===== src/rtl/ysyx_25040109_lsu_axi.sv =====
// Load/store unit bus initiator.
// Turns one core memory request at a time into an AXI-lite style read
// (AR/R) or write (AW/W/B) transaction. It returns aligned, extended load
// data or a store completion, together with error and misalignment status.
module ysyx_25040109_lsu_axi #(
    parameter int TIMEOUT = 64,
    parameter int CNT_W   = 7
) (
    input  logic        clk,
    input  logic        rst,
    // core side
    input  logic        req_valid,
    output logic        req_ready,
    input  logic        req_wen,
    input  logic [31:0] req_addr,
    input  logic [31:0] req_wdata,
    input  logic [1:0]  req_size,
    input  logic        req_unsigned,
    output logic        resp_valid,
    output logic [31:0] resp_rdata,
    output logic        resp_err,
    output logic        resp_misalign,
    // read address / data channels
    output logic [31:0] dmem_araddr,
    output logic        dmem_arvalid,
    input  logic        dmem_arready,
    input  logic [31:0] dmem_rdata,
    input  logic [1:0]  dmem_rresp,
    input  logic        dmem_rvalid,
    output logic        dmem_rready,
    // write address / data / response channels
    output logic [31:0] dmem_awaddr,
    output logic        dmem_awvalid,
    input  logic        dmem_awready,
    output logic [31:0] dmem_wdata,
    output logic [3:0]  dmem_wstrb,
    output logic        dmem_wen,
    output logic        dmem_wvalid,
    input  logic        dmem_wready,
    input  logic [1:0]  dmem_bresp,
    input  logic        dmem_bvalid,
    output logic        dmem_bready
);

    typedef enum logic [2:0] {
        IDLE    = 3'd0,
        RD_ADDR = 3'd1,
        RD_DATA = 3'd2,
        WR_REQ  = 3'd3,
        WR_RESP = 3'd4,
        DONE    = 3'd5
    } state_t;

    state_t           state_reg;
    state_t           state_next;
    logic [CNT_W-1:0] cnt_reg;
    logic [CNT_W-1:0] cnt_next;

    logic [31:0] addr_reg;
    logic [31:0] wdata_reg;
    logic [1:0]  size_reg;
    logic        unsigned_reg;
    logic        aw_done_reg;
    logic        w_done_reg;
    logic [31:0] rdata_reg;
    logic        err_reg;
    logic        misalign_reg;

    logic        req_misalign;
    logic        ar_hs;
    logic        r_hs;
    logic        aw_hs;
    logic        w_hs;
    logic        b_hs;
    logic        aw_all;
    logic        w_all;
    logic        timeout_hit;
    logic        wait_state;
    logic [31:0] rdata_shifted;
    logic [31:0] load_ext;

    // Request legality, handshakes and timeout detection
    always_comb begin
        req_misalign = (req_size == 2'd3) ||
                       ((req_size == 2'd1) && req_addr[0]) ||
                       ((req_size == 2'd2) && (req_addr[1:0] != 2'b00));
        ar_hs  = dmem_arvalid && dmem_arready;
        r_hs   = dmem_rready  && dmem_rvalid;
        aw_hs  = dmem_awvalid && dmem_awready;
        w_hs   = dmem_wvalid  && dmem_wready;
        b_hs   = dmem_bready  && dmem_bvalid;
        aw_all = aw_done_reg || aw_hs;
        w_all  = w_done_reg  || w_hs;
        wait_state = (state_reg == RD_ADDR) || (state_reg == RD_DATA) ||
                     (state_reg == WR_REQ)  || (state_reg == WR_RESP);
        // The counter has already spent TIMEOUT-1 cycles; this is the last one.
        timeout_hit = (TIMEOUT != 0) && (cnt_reg == CNT_W'(TIMEOUT - 1));
    end

    // Align the returned word to the addressed byte and extend it
    always_comb begin
        rdata_shifted = dmem_rdata >> {addr_reg[1:0], 3'b000};
        case (size_reg)
            2'd0:    load_ext = unsigned_reg ? {24'd0, rdata_shifted[7:0]}
                                             : {{24{rdata_shifted[7]}}, rdata_shifted[7:0]};
            2'd1:    load_ext = unsigned_reg ? {16'd0, rdata_shifted[15:0]}
                                             : {{16{rdata_shifted[15]}}, rdata_shifted[15:0]};
            default: load_ext = rdata_shifted;
        endcase
    end

    // State and timeout counter registers
    always_ff @(posedge clk or negedge rst) begin
        if (!rst) begin
            state_reg <= IDLE;
            cnt_reg   <= '0;
        end else begin
            state_reg <= state_next;
            cnt_reg   <= cnt_next;
        end
    end

    // Next-state selection; a completed handshake wins over a timeout in the same cycle
    always_comb begin
        state_next = state_reg;
        case (state_reg)
            IDLE: begin
                if (req_valid) begin
                    if (req_misalign)  state_next = DONE;
                    else if (req_wen)  state_next = WR_REQ;
                    else               state_next = RD_ADDR;
                end
            end
            RD_ADDR: begin
                if (ar_hs)            state_next = RD_DATA;
                else if (timeout_hit) state_next = DONE;
            end
            RD_DATA: begin
                if (r_hs || timeout_hit) state_next = DONE;
            end
            WR_REQ: begin
                if (aw_all && w_all)  state_next = WR_RESP;
                else if (timeout_hit) state_next = DONE;
            end
            WR_RESP: begin
                if (b_hs || timeout_hit) state_next = DONE;
            end
            DONE:    state_next = IDLE;
            default: state_next = IDLE;
        endcase

        // Clear on every state entry, count while waiting on the bus
        if (state_next != state_reg) cnt_next = '0;
        else if (wait_state)         cnt_next = cnt_reg + 1'b1;
        else                         cnt_next = '0;
    end

    // Request latches, per-channel done flags and response capture
    always_ff @(posedge clk or negedge rst) begin
        if (!rst) begin
            addr_reg     <= '0;
            wdata_reg    <= '0;
            size_reg     <= '0;
            unsigned_reg <= 1'b0;
            aw_done_reg  <= 1'b0;
            w_done_reg   <= 1'b0;
            rdata_reg    <= '0;
            err_reg      <= 1'b0;
            misalign_reg <= 1'b0;
        end else begin
            case (state_reg)
                IDLE: begin
                    if (req_valid) begin
                        addr_reg     <= req_addr;
                        wdata_reg    <= req_wdata;
                        size_reg     <= req_size;
                        unsigned_reg <= req_unsigned;
                        aw_done_reg  <= 1'b0;
                        w_done_reg   <= 1'b0;
                        rdata_reg    <= '0;
                        err_reg      <= req_misalign;
                        misalign_reg <= req_misalign;
                    end
                end
                RD_ADDR: begin
                    if (!ar_hs && timeout_hit) err_reg <= 1'b1;
                end
                RD_DATA: begin
                    if (r_hs) begin
                        err_reg   <= (dmem_rresp != 2'b00);
                        rdata_reg <= (dmem_rresp != 2'b00) ? 32'd0 : load_ext;
                    end else if (timeout_hit) begin
                        err_reg   <= 1'b1;
                    end
                end
                WR_REQ: begin
                    if (aw_hs) aw_done_reg <= 1'b1;
                    if (w_hs)  w_done_reg  <= 1'b1;
                    if (!(aw_all && w_all) && timeout_hit) err_reg <= 1'b1;
                end
                WR_RESP: begin
                    if (b_hs)             err_reg <= (dmem_bresp != 2'b00);
                    else if (timeout_hit) err_reg <= 1'b1;
                end
                default: ;
            endcase
        end
    end

    // Bus and core outputs decoded from the registered state
    always_comb begin
        req_ready     = rst && (state_reg == IDLE);
        resp_valid    = (state_reg == DONE);
        resp_rdata    = (state_reg == DONE) ? rdata_reg : 32'd0;
        resp_err      = (state_reg == DONE) && err_reg;
        resp_misalign = (state_reg == DONE) && misalign_reg;

        dmem_araddr   = addr_reg;
        dmem_arvalid  = (state_reg == RD_ADDR);
        dmem_rready   = (state_reg == RD_DATA);

        dmem_awaddr   = addr_reg;
        dmem_awvalid  = (state_reg == WR_REQ) && !aw_done_reg;
        dmem_wvalid   = (state_reg == WR_REQ) && !w_done_reg;
        dmem_wen      = dmem_wvalid;
        dmem_wdata    = wdata_reg;
        case (size_reg)
            2'd0:    dmem_wstrb = 4'b0001;
            2'd1:    dmem_wstrb = 4'b0011;
            default: dmem_wstrb = 4'b1111;
        endcase
        dmem_bready   = (state_reg == WR_RESP);
    end

endmodule


===== config.mk =====
export PLATFORM = sky130hd
export DESIGN_NAME = ysyx_25040109_lsu_axi
export DESIGN_NICKNAME = d
export VERILOG_FILES = /design/src/rtl/ysyx_25040109_lsu_axi.sv
export SDC_FILE = /design/constraint.sdc
export NUM_CORES = 1
export LEC_CHECK = 0
export CAP_MARGIN = 20
export CORE_ASPECT_RATIO = 1.75
export CORE_UTILIZATION = 30
export CTS_CLUSTER_SIZE = 20
export DETAILED_ROUTE_END_ITERATION = 10
export SETUP_SLACK_MARGIN = 0.5
export SLEW_MARGIN = 20
export SYNTH_ARGS = -nofsm -noshare
export SYNTH_HDL_FRONTEND = slang
export SYNTH_SLANG_ARGS = --single-unit

===== constraint.sdc =====
create_clock -name clk -period 5.15 [get_ports clk]
set_input_delay 1.03 -clock clk [delete_from_list [all_inputs] [get_ports clk]]
set_output_delay 1.03 -clock clk [all_outputs]
set_load 0.05 [all_outputs]

# After elaboration in Yosys (flattened, before gate mapping)
# Cells that the tools add are included.
[totals]
register_bits = 113
input_bits = 112
output_inout_bits = 142
elab_cells = 103
[op_classes]
add_sub_neg = 1
n_eq_ne = 17
shifts = 1
mux = 32
reduce_logical = 41
[ops]
columns = ["cell", "n"]
rows = [
  ["2-to-1 mux 32 bit", 6],
  ["one-hot mux 32 bit (2 select lines)", 2],
  [">> shifter 32 x 5 -> 32 bit", 1],
  ["2-to-1 mux 3 bit", 7],
  ["logical AND 1 bit", 15],
  ["one-hot mux 3 bit (5 select lines)", 1],
  ["2-to-1 mux 7 bit", 2],
  ["nonzero test 2 bit", 5],
  ["logical OR 1 bit", 9],
  ["2-to-1 mux 1 bit", 9],
  ["AND reduction 3 bit", 3],
  ["inequality test 2 bit (second input constant)", 4],
  ["one-hot mux 4 bit (2 select lines)", 1],
  ["adder 7 x 1 -> 7 bit (second input constant)", 1],
  ["equality test 7 x 6 -> 1 bit (second input constant)", 1],
  ["equality test 3 x 2 -> 1 bit (second input constant)", 2],
  ["equality test 3 bit (second input constant)", 2],
  ["one-hot mux 1 bit (5 select lines)", 1],
  ["nonzero test 5 bit", 1],
  ["equality test 2 x 1 -> 1 bit (second input constant)", 2],
  ["equality test 2 bit (second input constant)", 2],
  ["logical NOT 1 bit", 4],
  ["inequality test 2 x 1 -> 1 bit (second input constant)", 2],
  ["one-hot mux 1 bit (2 select lines)", 2],
  ["other kinds (7)", 7],
]

# Depth between registers and ports, before layout
[logic_depth]
word_depth = 9
ltp_mapped = 7
mapped_depth_nobuf = 5

# Worst setup path before layout
# Ideal clock, no wire load.
[synth_path]
path_type = "register to output"
from = "register state_reg[0]"
to = "output dmem_bready"
t_arrival_ns = 1.965
required_ns = 4.120
slack_ns = 2.155
stages_incl_launch_ff = 4
path_buffers = 2
path_cell_list = "dfrtp_1 > buf_2 > clkbuf_1 > nor3b_1"
[synth_via]
elab_chain_cells = 1
[synth_rtl]
columns = ["item", "line", "source"]
rows = [
  ["from (decl)", "54", "state_t state_reg;"],
  ["from (signal assigned)", "118", "state_reg <= state_next;"],
  ["equality test 3 bit", "232", "dmem_bready = (state_reg == WR_RESP);"],
  ["to (decl)", "42", "output logic dmem_bready"],
]
# No other way between the ends.

# Worst setup path after layout
[layout_path]
from = "register state_reg[2]"
to = "output resp_rdata[10]"
[layout_via]
elab_chain_cells = 2
[layout_rtl]
columns = ["item", "line", "source"]
rows = [
  ["equality test 3 bit", "214", "resp_rdata = (state_reg == DONE) ? rdata_reg : 32'd0;"],
  ["2-to-1 mux 32 bit", "214", ""],
  ["to (decl)", "20", "output logic [31:0] resp_rdata,"],
]
# No other way between the ends.

==> flow_metrics.py <==
metrics = {
    "detailed_routing": {
        "wl_per_cell_um": 18.4,
        "dr.pass1.iters": 4,
        "drc_errors": 0,
        "final_antenna_net_count": 0,
        "via_per_inst": 4.96,
        "wl_mm": 17.6,
        "drtIter0Drc": 186,
        "num_vias": 4744,
    },
    "final_layout": {
        "final_cells": 956,
        "antenna_cells": 0,
        "nNetsFinal": 818,
        "area_growth_pct": 54.3,
        "drive_gt1_frac": 0.177,
    },
    "clocking": {
        "cts.sinks": 113,
        "ctsLongestPathBuffers": 2,
        "cts_resized": 0,
        "ctsHoldBuffers": 0,
        "cts.reportedPaths.clkPinSlew_ns": 0.06,
        "cts_made_buffers": 17,
        "clkLatencyLatePin_ns": 0.41,
        "ctsRootBufferMaster": "clkbuf_16",
        "htreeDepth": 4,
        "cts_tree": "built",
        "postCtsSetupRepairBufs": 0,
    },
    "power": {
        "clock_power_share": 0.187,
        "combPwrFrac": 0.575,
        "p_total_mw": 6.33,
        "intPower_mw": 3.27,
        "switching_share": 0.483,
        "switchingPower_mw": 3.06,
        "power_density_nw_per_um2": 723,
        "p_seq_frac": 0.238,
        "p_leak_nw": 3.68,
        "peakVddDrop_v": 0.000533,
    },
    "place": {
        "portBuffers": 252,
        "hpwl_mm": 13.2,
        "gp_congestion": 0.790,
        "dp.cells": 924,
    },
    "setup_path": {
        "r2r_slack_ns": 2.48,
        "cp.required_ns": 4.12,
        "cp_slowest_stage_delay_ns": 0.82,
        "end_kind": "output port",
        "ff2ff_path_depth": 5,
        "rr_endpoint": "rdata_reg[20]",
        "path_class": "flop to output port",
        "arrival_ns": 2.85,
        "worstPathCellList": "nor2b_2 > buf_4 > and3_1 > clkdlybuf4s50_1",
        "start_kind": "flop",
        "crit_slowest_cell": "clkdlybuf4s50_1",
        "crit_path_max_fanout": 33,
        "reg2reg_from": "dmem_araddr[0]",
    },
    "sta": {
        "drv_slew": 0,
        "period_needed_ns": 3.88,
        "rsz0062_at_grt": "no",
        "setup_violations": 0,
        "max_freq_mhz": 258,
        "fin_setup_tns_ns": 0,
        "hold_viol_final": 0,
        "slew_headroom": 0.387,
        "fin_crit_sh": 0.753,
        "skew_ns": 0.0122,
        "tightestPinTransition_ns": 0.913,
    },
    "die": {
        "pin_count": 254,
        "chipHeight_um": 184,
        "core_sq_um": 18600,
        "dieArea_sq_um": 19500,
        "die_width_um": 106,
        "start_util": 0.306,
        "core.rowCount": 66,
    },
    "synthesis": {
        "synthFlopType": "dfrtp_1",
        "synth_top_area_cell": "dfrtp_1",
        "syn-cell-area_sq_um": 5680,
        "ys_seq_elements": 113,
        "yosys.area.top_type_share": 0.498,
        "yosysMostFrequentCell": "dfrtp_1",
        "ys_types": 50,
        "syn_avg_cell_area_sq_um": 11.4,
        "async_flop_share": 1.00,
        "syn_nets": 612,
        "ys_top_cells_by_count": "113 x dfrtp_1, 75 x mux2_2, 37 x and3_1, 35 x buf_4, 25 x clkbuf_1",
        "synth_edf_count": 0,
        "ys_seq_area_frac": 0.498,
        "synthTopCellsByArea": "dfrtp_1 50%, mux2_2 15%, buf_4 4.6%",
        "yosysWarnings": 0,
        "syn_inst": 499,
    },
    "global_route": {
        "overflow": 0,
        "antenna_found_initial": 0,
        "grt_pass1_wl_mm": 27.1,
        "grt_pass1_vias": 4908,
        "grt_usage": 0.182,
        "grt_max_degree": 58,
    },
    "min_path": {
        "min_path_type": "flop to flop",
        "holdPathStages": 2,
        "worstHoldStart": "rdata_reg[13]",
        "min_to": "rdata_reg[13]",
    },
    "run_status": {
        "status": "completed",
    },
    "job": {
        "cap_violations": 0,
    },
}
==> worst max-delay path, delay by kind of cell, from the launching register on <==
| family | cells | cell delay (ns) |
|---|---|---|
| AND/OR/NAND/NOR | 2 | 0.59 |
| flip-flops | 1 | 0.68 |
| buffers and inverters | 2 | 1.15 |
==> layer usage <==
layer | GRT usage | vias to the layer above | share of wire
met5 | 0 | - | 0
met4 | 0.0694 | 0 | 0.025
met3 | 0.0510 | 22 | 0.067
met2 | 0.336 | 212 | 0.54
met1 | 0.193 | 2322 | 0.37
li1 | - | 2188 | -
==> through the flow <==
stage          area, sq um  utilization  hold slack, ns  setup slack [ns]
2_1_floorplan         5680            -           0.435              2.16
3_3_place_gp          8150        0.438           0.449              1.71
3_5_place_dp          8150        0.439           0.467              1.73
4_1_cts               8760        0.471           0.483              1.29
5_1_grt               8760        0.471           0.502              1.14
6_report              8760        0.471           0.473              1.27
==> layout make-up <==
| type | instances | area, sq um |
|---|---|---|
| inverters | 7 | 26.3 |
| flip-flops and latches | 113 | 2830 |
| multi-input cells | 305 | 2400 |
| repair buffers | 261 | 2600 |
| well taps | 238 | 298 |
| fillers | 1717 | 9820 |
| clock inverters | 13 | 150 |
| clock buffers | 19 | 453 |
==> kinds of logic (layout without fill, tap and decap cells) <==
group                    Yosys count  in the layout  synth area share
multiplexers                      96             96             0.190
other                              1              1          0.000660
AO/OA/AOI/OAI                     80             80            0.0972
XOR/XNOR                           5              5           0.00771
buffers and inverters             81            300            0.0820
AND/OR/NAND/NOR                  122            122             0.122
flip-flops                       113            113             0.498
adder cells (fa/ha/maj)            1              1           0.00220
==> how the worst max path moves through the flow <==
stage	startpoint	to
after floorplan	state_reg[0]	dmem_bready
after global placement	req_valid	dmem_wdata[30]
after detailed placement	state_reg[2]	resp_rdata[9]
after CTS	state_reg[2]	resp_rdata[9]
after global routing	state_reg[2]	resp_rdata[8]
final	state_reg[2]	resp_rdata[10]
==> cells in the final DEF, fill, tap and decap left out, types with 4 or more instances in the layout <==
master	count
clkdlybuf4s50_1	251
dfrtp_1	113
mux2_2	75
and3_1	37
nand2_1	23
a21oi_1	20
mux2i_1	19
o21ai_0	18
clkbuf_16	17
nor2_1	16
a221o_1	16
nand3_1	9
buf_4	9
o2bb2ai_1	8
inv_1	7
nor4_1	6
clkinvlp_4	5
nand2b_1	4
a31oi_1	4
inv_6	4
==> power groups by stage <==
stage | sequential, mW | combinational, mW | clock, mW
after global placement | 1.50 | 3.63 | 0
after detailed placement | 1.52 | 3.65 | 0
after global routing | 1.56 | 3.79 | 1.26
final | 1.51 | 3.64 | 1.18
after floorplan | 2.33 | 1.78 | 0
after CTS | 1.51 | 3.66 | 1.22
No activity file was read; power rests on OpenSTA's default activity.
